File: src/rtl/conv_pkg.sv
// Shared types and constants for the 3x3 convolution window sequencer.
package conv_pkg;

    typedef enum logic [2:0] {
        IDLE,
        FETCH,
        DRAIN,
        OUT,
        FIN
    } state_t;

    localparam int TAPS   = 9;
    localparam int KSIZE  = 3;
    localparam int PIX_W  = 8;
    localparam int COEF_W = 9;
    localparam int PROD_W = 17;

endpackage

File: src/rtl/conv_addr_gen.sv
// Window/tap address generator: window origin and in-window tap offset are
// tracked incrementally, so the pixel address never needs a multiply or divide.
module conv_addr_gen
    import conv_pkg::*;
#(
    parameter int IMG_W      = 28,
    parameter int IMG_H      = 28,
    parameter int PIX_ADDR_W = 10
) (
    input  logic                       clk,
    input  logic                       rst,
    input  logic                       i_clear,
    input  logic                       i_tap_step,
    input  logic                       i_win_step,
    output logic [PIX_ADDR_W-1:0]      o_pix_addr,
    output logic [3:0]                 o_coef_addr,
    output logic [$clog2(IMG_H)-1:0]   o_row,
    output logic [$clog2(IMG_W)-1:0]   o_col,
    output logic                       o_last_tap,
    output logic                       o_last_window
);

    localparam int RW = $clog2(IMG_H);
    localparam int CW = $clog2(IMG_W);

    logic [RW-1:0]         r_row;
    logic [CW-1:0]         r_col;
    logic [1:0]            r_trow;
    logic [1:0]            r_tcol;
    logic [3:0]            r_k;
    logic [PIX_ADDR_W-1:0] r_base;
    logic [PIX_ADDR_W-1:0] r_off;

    assign o_last_tap    = (r_k == 4'(TAPS - 1));
    assign o_last_window = (r_row == RW'(IMG_H - KSIZE)) && (r_col == CW'(IMG_W - KSIZE));
    assign o_pix_addr    = r_base + r_off;
    assign o_coef_addr   = r_k;
    assign o_row         = r_row;
    assign o_col         = r_col;

    always_ff @(posedge clk or negedge rst) begin
        if (!rst) begin
            r_row  <= '0;
            r_col  <= '0;
            r_trow <= '0;
            r_tcol <= '0;
            r_k    <= '0;
            r_base <= '0;
            r_off  <= '0;
        end else if (i_clear) begin
            r_row  <= '0;
            r_col  <= '0;
            r_trow <= '0;
            r_tcol <= '0;
            r_k    <= '0;
            r_base <= '0;
            r_off  <= '0;
        end else begin
            // Tap walk: the last tap wraps back to 0 ready for the next window
            if (i_tap_step) begin
                if (o_last_tap) begin
                    r_trow <= '0;
                    r_tcol <= '0;
                    r_k    <= '0;
                    r_off  <= '0;
                end else if (r_tcol == 2'(KSIZE - 1)) begin
                    r_trow <= r_trow + 2'(1);
                    r_tcol <= '0;
                    r_k    <= r_k + 4'(1);
                    r_off  <= r_off + PIX_ADDR_W'(IMG_W - KSIZE + 1);
                end else begin
                    r_tcol <= r_tcol + 2'(1);
                    r_k    <= r_k + 4'(1);
                    r_off  <= r_off + PIX_ADDR_W'(1);
                end
            end
            if (i_win_step) begin
                if (r_col == CW'(IMG_W - KSIZE)) begin
                    r_col  <= '0;
                    r_row  <= r_row + RW'(1);
                    r_base <= r_base + PIX_ADDR_W'(KSIZE);
                end else begin
                    r_col  <= r_col + CW'(1);
                    r_base <= r_base + PIX_ADDR_W'(1);
                end
            end
        end
    end

endmodule

File: src/rtl/conv_window_sequencer.sv
// Sequences a full valid-mode 3x3 convolution pass: nine ROM/pixel reads per
// window, a 9-tap MAC, and one signed result per window on a valid/ready stream.
module conv_window_sequencer
    import conv_pkg::*;
#(
    parameter int IMG_W      = 28,
    parameter int IMG_H      = 28,
    parameter int PIX_ADDR_W = 10,
    parameter int ACC_W      = 21
) (
    input  logic                            clk,
    input  logic                            rst,
    input  logic                            start,
    input  logic                            abort,
    output logic                            busy,
    output logic                            done,
    output logic                            coef_en,
    output logic [3:0]                      coef_addr,
    input  logic signed [COEF_W-1:0]        coef_data,
    output logic                            pix_en,
    output logic [PIX_ADDR_W-1:0]           pix_addr,
    input  logic [PIX_W-1:0]                pix_data,
    output logic                            res_valid,
    input  logic                            res_ready,
    output logic signed [ACC_W-1:0]         res_data,
    output logic [$clog2(IMG_H)-1:0]        res_row,
    output logic [$clog2(IMG_W)-1:0]        res_col
);

    state_t r_state, w_next;

    logic w_last_tap, w_last_win;
    logic w_clear, w_tap_step, w_win_step, w_acc_clr, w_rd_en;
    logic r_rd_d;

    logic signed [PROD_W-1:0] w_pix_x, w_coef_x, w_prod;
    logic signed [ACC_W-1:0]  w_prod_ext, r_acc, r_res_data;

    conv_addr_gen #(
        .IMG_W      (IMG_W),
        .IMG_H      (IMG_H),
        .PIX_ADDR_W (PIX_ADDR_W)
    ) u_addr_gen (
        .clk           (clk),
        .rst           (rst),
        .i_clear       (w_clear),
        .i_tap_step    (w_tap_step),
        .i_win_step    (w_win_step),
        .o_pix_addr    (pix_addr),
        .o_coef_addr   (coef_addr),
        .o_row         (res_row),
        .o_col         (res_col),
        .o_last_tap    (w_last_tap),
        .o_last_window (w_last_win)
    );

    assign w_rd_en   = (r_state == FETCH);
    assign coef_en   = w_rd_en;
    assign pix_en    = w_rd_en;
    assign busy      = (r_state != IDLE);
    assign done      = (r_state == FIN);
    assign res_valid = (r_state == OUT);
    assign res_data  = r_res_data;

    always_ff @(posedge clk or negedge rst) begin
        if (!rst) r_state <= IDLE;
        else      r_state <= w_next;
    end

    always_comb begin
        w_next     = r_state;
        w_clear    = 1'b0;
        w_tap_step = 1'b0;
        w_win_step = 1'b0;
        w_acc_clr  = 1'b0;
        case (r_state)
            IDLE: begin
                if (start) begin
                    w_next    = FETCH;
                    w_clear   = 1'b1;
                    w_acc_clr = 1'b1;
                end
            end
            FETCH: begin
                w_tap_step = 1'b1;
                if (w_last_tap) w_next = DRAIN;
            end
            DRAIN: w_next = OUT;
            OUT: begin
                if (res_ready) begin
                    if (w_last_win) begin
                        w_next = FIN;
                    end else begin
                        w_next     = FETCH;
                        w_win_step = 1'b1;
                        w_acc_clr  = 1'b1;
                    end
                end
            end
            FIN:     w_next = IDLE;
            default: w_next = IDLE;
        endcase
        // Abort cancels any in-flight work; counters are re-cleared by the next start
        if (abort && (r_state != IDLE)) begin
            w_next     = IDLE;
            w_tap_step = 1'b0;
            w_win_step = 1'b0;
            w_acc_clr  = 1'b0;
        end
    end

    // Pixel is unsigned, so it is zero-extended before the signed multiply
    assign w_pix_x    = PROD_W'(pix_data);
    assign w_coef_x   = PROD_W'(coef_data);
    assign w_prod     = w_pix_x * w_coef_x;
    assign w_prod_ext = ACC_W'(w_prod);

    always_ff @(posedge clk or negedge rst) begin
        if (!rst) begin
            r_rd_d     <= 1'b0;
            r_acc      <= '0;
            r_res_data <= '0;
        end else begin
            r_rd_d <= w_rd_en;
            if (w_acc_clr)   r_acc <= '0;
            else if (r_rd_d) r_acc <= r_acc + w_prod_ext;
            if (r_state == DRAIN) r_res_data <= r_acc + w_prod_ext;
        end
    end

endmodule

File: config.mk
export PLATFORM = sky130hd
export DESIGN_NAME = conv_window_sequencer
export DESIGN_NICKNAME = d
export VERILOG_FILES = /design/src/rtl/conv_pkg.sv /design/src/rtl/conv_addr_gen.sv /design/src/rtl/conv_window_sequencer.sv
export SDC_FILE = /design/constraint.sdc
export NUM_CORES = 1
export LEC_CHECK = 0
export ABC_AREA = 1
export ABC_CLOCK_PERIOD_IN_PS = 2550
export BUFFER_PORTS_ARGS = -buffer_cell sky130_fd_sc_hd__buf_2
export CORE_AREA = 2 2 115 229
export CTS_BUF_LIST = sky130_fd_sc_hd__clkbuf_4 sky130_fd_sc_hd__clkbuf_8
export DETAILED_ROUTE_END_ITERATION = 16
export DIE_AREA = 0 0 117 231
export PLACE_DENSITY_LB_ADDON = 0.1
export SYNTH_ARGS = -nofsm -noshare
export SYNTH_HDL_FRONTEND = slang
export SYNTH_SLANG_ARGS = --single-unit
File: constraint.sdc
create_clock -name clk -period 2.55 [get_ports clk]
set_input_delay 0.51 -clock clk [delete_from_list [all_inputs] [get_ports clk]]
set_output_delay 0.51 -clock clk [all_outputs]
set_load 0.005 [all_outputs]
# Word level (Yosys, flattened, before mapping)

Index checks and enable logic that the tools add are counted.
Widths: inputs -> output; s select.

Memories kept: 0
Bits in read-only memories: 0
Register bits after elaboration: 82
Latch bits: 0
Output and inout port bits: 50
Logic and storage cells: 80
Memory bits (writable): 0
Bits of input ports: 22

Bitwise operators: 0
Order comparisons: 0
Divide/modulo/power cells: 0
Multiplexer cells: 38
Shift-type cells: 0
Add/subtract/negate cells: 10
Eq/ne operators: 11
Reductions and logical operators: 10
Multipliers: 1

Operators by type and width:

| kind                  | number |
|---|---|
| $mux 10               | 7 |
| $mux 21               | 2 |
| $mux 5                | 6 |
| $add 21x17->21        | 1 |
| $add 10x1->10 const B | 2 |
| $mul 9x9->17          | 1 |
| $mux 3                | 5 |
| $mux 4                | 3 |
| $pmux 3 s4            | 1 |
| $add 10x10->10        | 1 |
| $add 10x2->10 const B | 1 |
| $add 10x5->10 const B | 1 |
| $add 5x1->5 const B   | 2 |
| $eq 5x5->1 const B    | 2 |
| $mux 1                | 9 |
| $mux 2                | 4 |
| $reduce_bool 2->1     | 4 |
| $eq 3x2->1 const B    | 2 |
| $ne 3x1->1 const B    | 2 |
| $add 4x1->4 const B   | 1 |
| $eq 4x4->1 const B    | 1 |
| $eq 3x1->1 const B    | 1 |
| $eq 3x3->1 const B    | 1 |
| $logic_not 3->1       | 1 |
| other kinds (8)       | 9 |

# Depth between registers and ports, before layout

Word-level depth: 8
Mapped depth: 30
Mapped depth without buffers: 29

# Cells and area by module

From an unflattened synthesis, not the netlist that was laid out.

Cell total of the unflattened synthesis: 1076
Area, all modules: 8030.2 µm²

Modules (own cells, without submodules):

| module                | sequential area each (µm²) | cells each | times used | area each (µm²) |
|---|---|---|---|---|
| conv_window_sequencer | 1151.1                     | 760        | 1          | 5572.8 |
| conv_addr_gen         | 900.9                      | 316        | 1          | 2457.4 |

# Worst setup path after synthesis

Ideal clock, no wire load.

Kind: input to register
Start: input port pix_data[0]
End: register r_res_data[19], in the netlist res_data[19]
Required time: 2433 ps
Buffers on the path: 1
Slack: -3406 ps
Stages on the path: 26
Data arrival time: 5839 ps
Library setup time: 117 ps
Cells stage by stage: clkbuf_1 > or2_2 > fa_1 > fa_1 > inv_1 > fa_1 > fa_1 > fa_1 > ha_1 > nand2_1 > o21ai_0 > nand2_1 > a21oi_1 > nor2_1 > xor2_1 > inv_1 > ha_1 > nand2_1 > inv_1 > nand2_1 > nor4_1 > nand3_1 > nand3_1 > nand2_1 > nand3_1 > nand2_1

Word-level cells in the longest chain between the ends: 2

Ends and longest elaborated chain:

| what                 | line                         | RTL |
|---|---|---|
| from (decl)          | conv_window_sequencer.sv:22  | `input logic [PIX_W-1:0] pix_data,` |
| $mul 9x9->17         | conv_window_sequencer.sv:115 | `assign w_prod = w_pix_x * w_coef_x;` |
| $add 21x17->21       | conv_window_sequencer.sv:127 | `if (r_state == DRAIN) r_res_data <= r_acc + w_prod_ext;` |
| to (signal assigned) | conv_window_sequencer.sv:127 |  |
| to (decl)            | conv_window_sequencer.sv:37  | `logic signed [ACC_W-1:0] w_prod_ext, r_acc, r_res_data;` |

Every way passes these cells.
A chain may end at the register's enable or synchronous reset.

# Worst setup path in the final report

Start: input port coef_data[8]
End: register r_acc[18]

Word-level cells in the longest chain between the ends: 4

Ends and longest elaborated chain:

| what                 | line                         | RTL |
|---|---|---|
| from (decl)          | conv_window_sequencer.sv:19  | `input logic signed [COEF_W-1:0] coef_data,` |
| $mul 9x9->17         | conv_window_sequencer.sv:115 |  |
| $add 21x17->21       | conv_window_sequencer.sv:126 | `else if (r_rd_d) r_acc <= r_acc + w_prod_ext;` |
| $mux 21              | conv_window_sequencer.sv:126 |  |
| $mux 21              | conv_window_sequencer.sv:125 | `if (w_acc_clr) r_acc <= '0;` |
| to (signal assigned) | conv_window_sequencer.sv:126 |  |
| to (decl)            | conv_window_sequencer.sv:37  |  |

Every way passes these cells. The select of a mux whose other input is x is not followed.

==> results.toml <==
[run_status]
status = "complete, but fails checks"
violations = "negative setup slack"

[finish]
layout.nets = 1409
final_cell_area_um2 = 11400
multi_input_area_um2 = 6470
layout-drive-gt1-share = 0.370
final_cells = 1598
seqCellArea_um2 = 2060
fill_cells = 2552
diodes = 0
area_growth_pct = 42.4

[timing]
worstMarginPinSlew_ns = 0.766
post-route-min-period_ns = 5.33
maxSlewHeadroom = 0.489
clock_skew_ns = 0.0215
fin_tns_setup_ns = -77.50
setup_slack_ns = -2.78
setup_viol = 38
holdWs_ns = 0.0669
hold_viol = 0
rsz0062_at_grt = "yes"
period_share = 2.09
drv_slew = 0
fmax_mhz = 188

[route]
ant_nets = 0
drt-pass1-iter-count = 5
drcViolationCount = 0
drtIter0Drc = 240
wl_per_cell_um = 14.1
avgViaCountPerCell = 4.64
wl_mm = 22.5
vias = 7416

[critical_path]
cpMaxStageDelayCell = "fa_2"
cp_slowest_stage_delay_ns = 0.62
crit_top_cell = "fa_1"
reg2reg_depth = 10
crit_type = "input pin to flop"
crit_chain = "buf_8 > inv_4 > or2_4 > fa_1 > fa_1 > inv_1 > fa_1 > fa_1 > fa_2 > ha_4 > a21oi_4 > o21ai_4 > a21o_1 > xor2_1 > buf_4 > ha_4 > nand2_2 > inv_4 > nand2_4 > nor3_4 > nand4_1 > nand4_1 > nand3_2 > nand2_1"
r2r_slack_ns = 0.33
crit_fanout = 4
crit_required_ns = 2.87
arrival_ns = 5.64
critPathLaunchType = "input pin"
cp-end-kind = "flop"

[synthesis]
synthCells = 1053
netlist.area_leader.share = 0.256
synth_edf_count = 0
synth.most_common_cell = "nand2_1"
async_reset_ff_frac = 1.00
ys_seq_area_frac = 0.256
synth_nets = 1209
ys_ff_latch = 82
synthDistinctLibCells = 44
synth_top_area_cell = "dfrtp_1"
synth_common_cells = "nand2_1 (316), inv_1 (150), ha_1 (88), dfrtp_1 (82), nand3_1 (64)"
synthFlopType = "dfrtp_1"
avgSynthCellArea_um2 = 7.61
synth_warnings = 0
synth_area_leaders = "dfrtp_1 (26%), nand2_1 (15%), ha_1 (14%)"
syn_area_um2 = 8010

[place]
gp_congestion = 0.840
placed_cells = 1562
dpl_cell_area_um2 = 10000
io_buffers = 71
hpwl_mm = 17.4

[power_and_ir_drop]
p_sw_mw = 8.40
p_clk_frac = 0.058
peakVddDrop_v = 0.000887
power.internal_mw = 8.91
power_mw = 17.3
powerDensity_nw_per_um2 = 1520
leakage_nw = 5.93
switching_share = 0.485
seqPwrFrac = 0.123
combPwrFrac = 0.819

[cts]
cts_tree = "done"
clk_latency_ns = 0.38
cts.reportedPaths.clkPinSlew_ns = 0.10
cts_max_level = 3
ctsHoldBuffers = 0
cts.sinks = 82
numCtsBuffers = 9
clk_root_buffer_cell = "clkbuf_8"
cts_max_path_buffers = 2

[grt]
grt_use_total = 0.176
grt_pass1_vias = 7556
antenna_found_initial = 0
grt_max_degree = 41
grt_overflow = 0
grt_pass1_wl_mm = 37.9

[floorplanning]
die_area_um2 = 27000
start_util = 0.315
chipWidth_um = 117
ios = 72
num_rows = 83
fp.coreArea_um2 = 25400
die_h_um = 231

[run]
max_cap_viol_count = 0

[hold_path]
min_path_type = "input pin to async pin"
-- power groups by stage --
stage	logic (mW)	registers, mW	clock network (mW)
CTS	12.8	2.14	1.05
global route	15.6	2.19	1.09
finish	14.2	2.12	1.01
global placement	10.5	2.12	0
detailed placement	10.5	2.12	0
floorplan	6.64	2.07	0
-- through the flow --
step           utilization  setup WS [ns]
6_report             0.448          -2.78
5_1_grt              0.448          -2.97
4_1_cts              0.430          -2.81
3_5_place_dp         0.393          -3.44
3_3_place_gp         0.393          -3.41
2_1_floorplan            -          -2.98
-- layer usage --
| metal | up-vias | global-route usage | wire length [µm] |
|---|---|---|---|
| li1 | 3744 | - | - |
| met1 | 3560 | 0.236 | 10400 |
| met2 | 93 | 0.301 | 11400 |
| met3 | 19 | 0.0155 | 415 |
| met4 | 0 | 0.0434 | 338 |
| met5 | - | 0 | 0 |
-- placed cells by master, fill, tap and decap left out, types with 5 or more instances in the layout --
cell type / netlist / final
nand3_1: 64 / 52
buf_2: 4 / 62
nand2_2: 4 / 32
buf_4: 1 / 122
fa_2: 0 / 5
inv_4: 0 / 6
inv_1: 150 / 129
nand3_2: 7 / 19
a21oi_2: 3 / 19
o31ai_1: 7 / 7
nor2_1: 55 / 37
ha_4: 0 / 36
ha_1: 88 / 50
nor2_2: 2 / 14
nor3_4: 1 / 5
nand4_1: 14 / 14
o21ai_0: 41 / 33
o21ai_1: 6 / 7
o22ai_1: 6 / 6
nor2_4: 2 / 8
buf_6: 4 / 26
a21oi_4: 0 / 7
clkbuf_8: 0 / 9
xor2_1: 29 / 21
dfrtp_1: 82 / 77
a21o_1: 7 / 6
dfrtp_2: 0 / 5
nand2_1: 316 / 273
xnor2_1: 15 / 10
a21oi_1: 41 / 18
fa_1: 46 / 41
nand3b_1: 5 / 5
inv_2: 4 / 19
nand2_4: 0 / 15
xor2_2: 0 / 5
buf_12: 0 / 5
-- final timing paths --
kind,startpoint,end
hold / removal,rst,r_acc[11]
setup / recovery,coef_data[8],r_acc[18]
hold reg to reg,res_data[1],res_data[1]
setup reg to reg,u_addr_gen.o_col[1],u_addr_gen.o_row[0]
min in group clk,res_ready,r_state[1]
max in group asynchronous,rst,u_addr_gen.r_off[2]
-- critical path, delay by kind of cell --
| family | cells | cell delay (ns) |
|---|---|---|
| fa+ha+maj | 7 | 3.05 |
| simple gates | 8 | 1.13 |
| compound gates | 3 | 0.42 |
| buf+inv | 5 | 0.39 |
| xor+xnor | 1 | 0.14 |
-- state kept, by name, summed over array words and instances (netlist names) --
signal and count:
r_acc 21, res_data 21, u_addr_gen.r_base 10, u_addr_gen.r_off 10, u_addr_gen.o_col 5, u_addr_gen.o_row 5
u_addr_gen.o_coef_addr 4, r_state 3, u_addr_gen.r_tcol 2, r_rd_d 1
-- cell families (layout without fill, tap and decap cells) --
group                    count (synthesis)  count (layout)  synth area share
adder cells (fa/ha/maj)                134             134             0.252
flip-flops                              82              82             0.256
buffers and inverters                  184             389            0.0931
XOR/XNOR                                44              44            0.0481
AND/OR/NAND/NOR                        490             490             0.267
AO/OA/AOI/OAI                          119             119            0.0831
-- layout make-up --
class	count	share of cell area
clock buffers	9	0.0109
repair buffers	218	0.145
flip-flops and latches	82	0.180
clock inverters	7	0.00669
multi-input cells	787	0.567
well taps	340	0.0373
inverters	155	0.0527
-- what timing repair did --
action                                 4_1_cts  5_1_grt
gates resized for setup                    139       89
setup buffers                               12       13
endpoints found under the hold margin        0        0
setup endpoints to repair                   42       41
pin swaps                                   79       65
No activity file was read; power rests on OpenSTA's default activity.
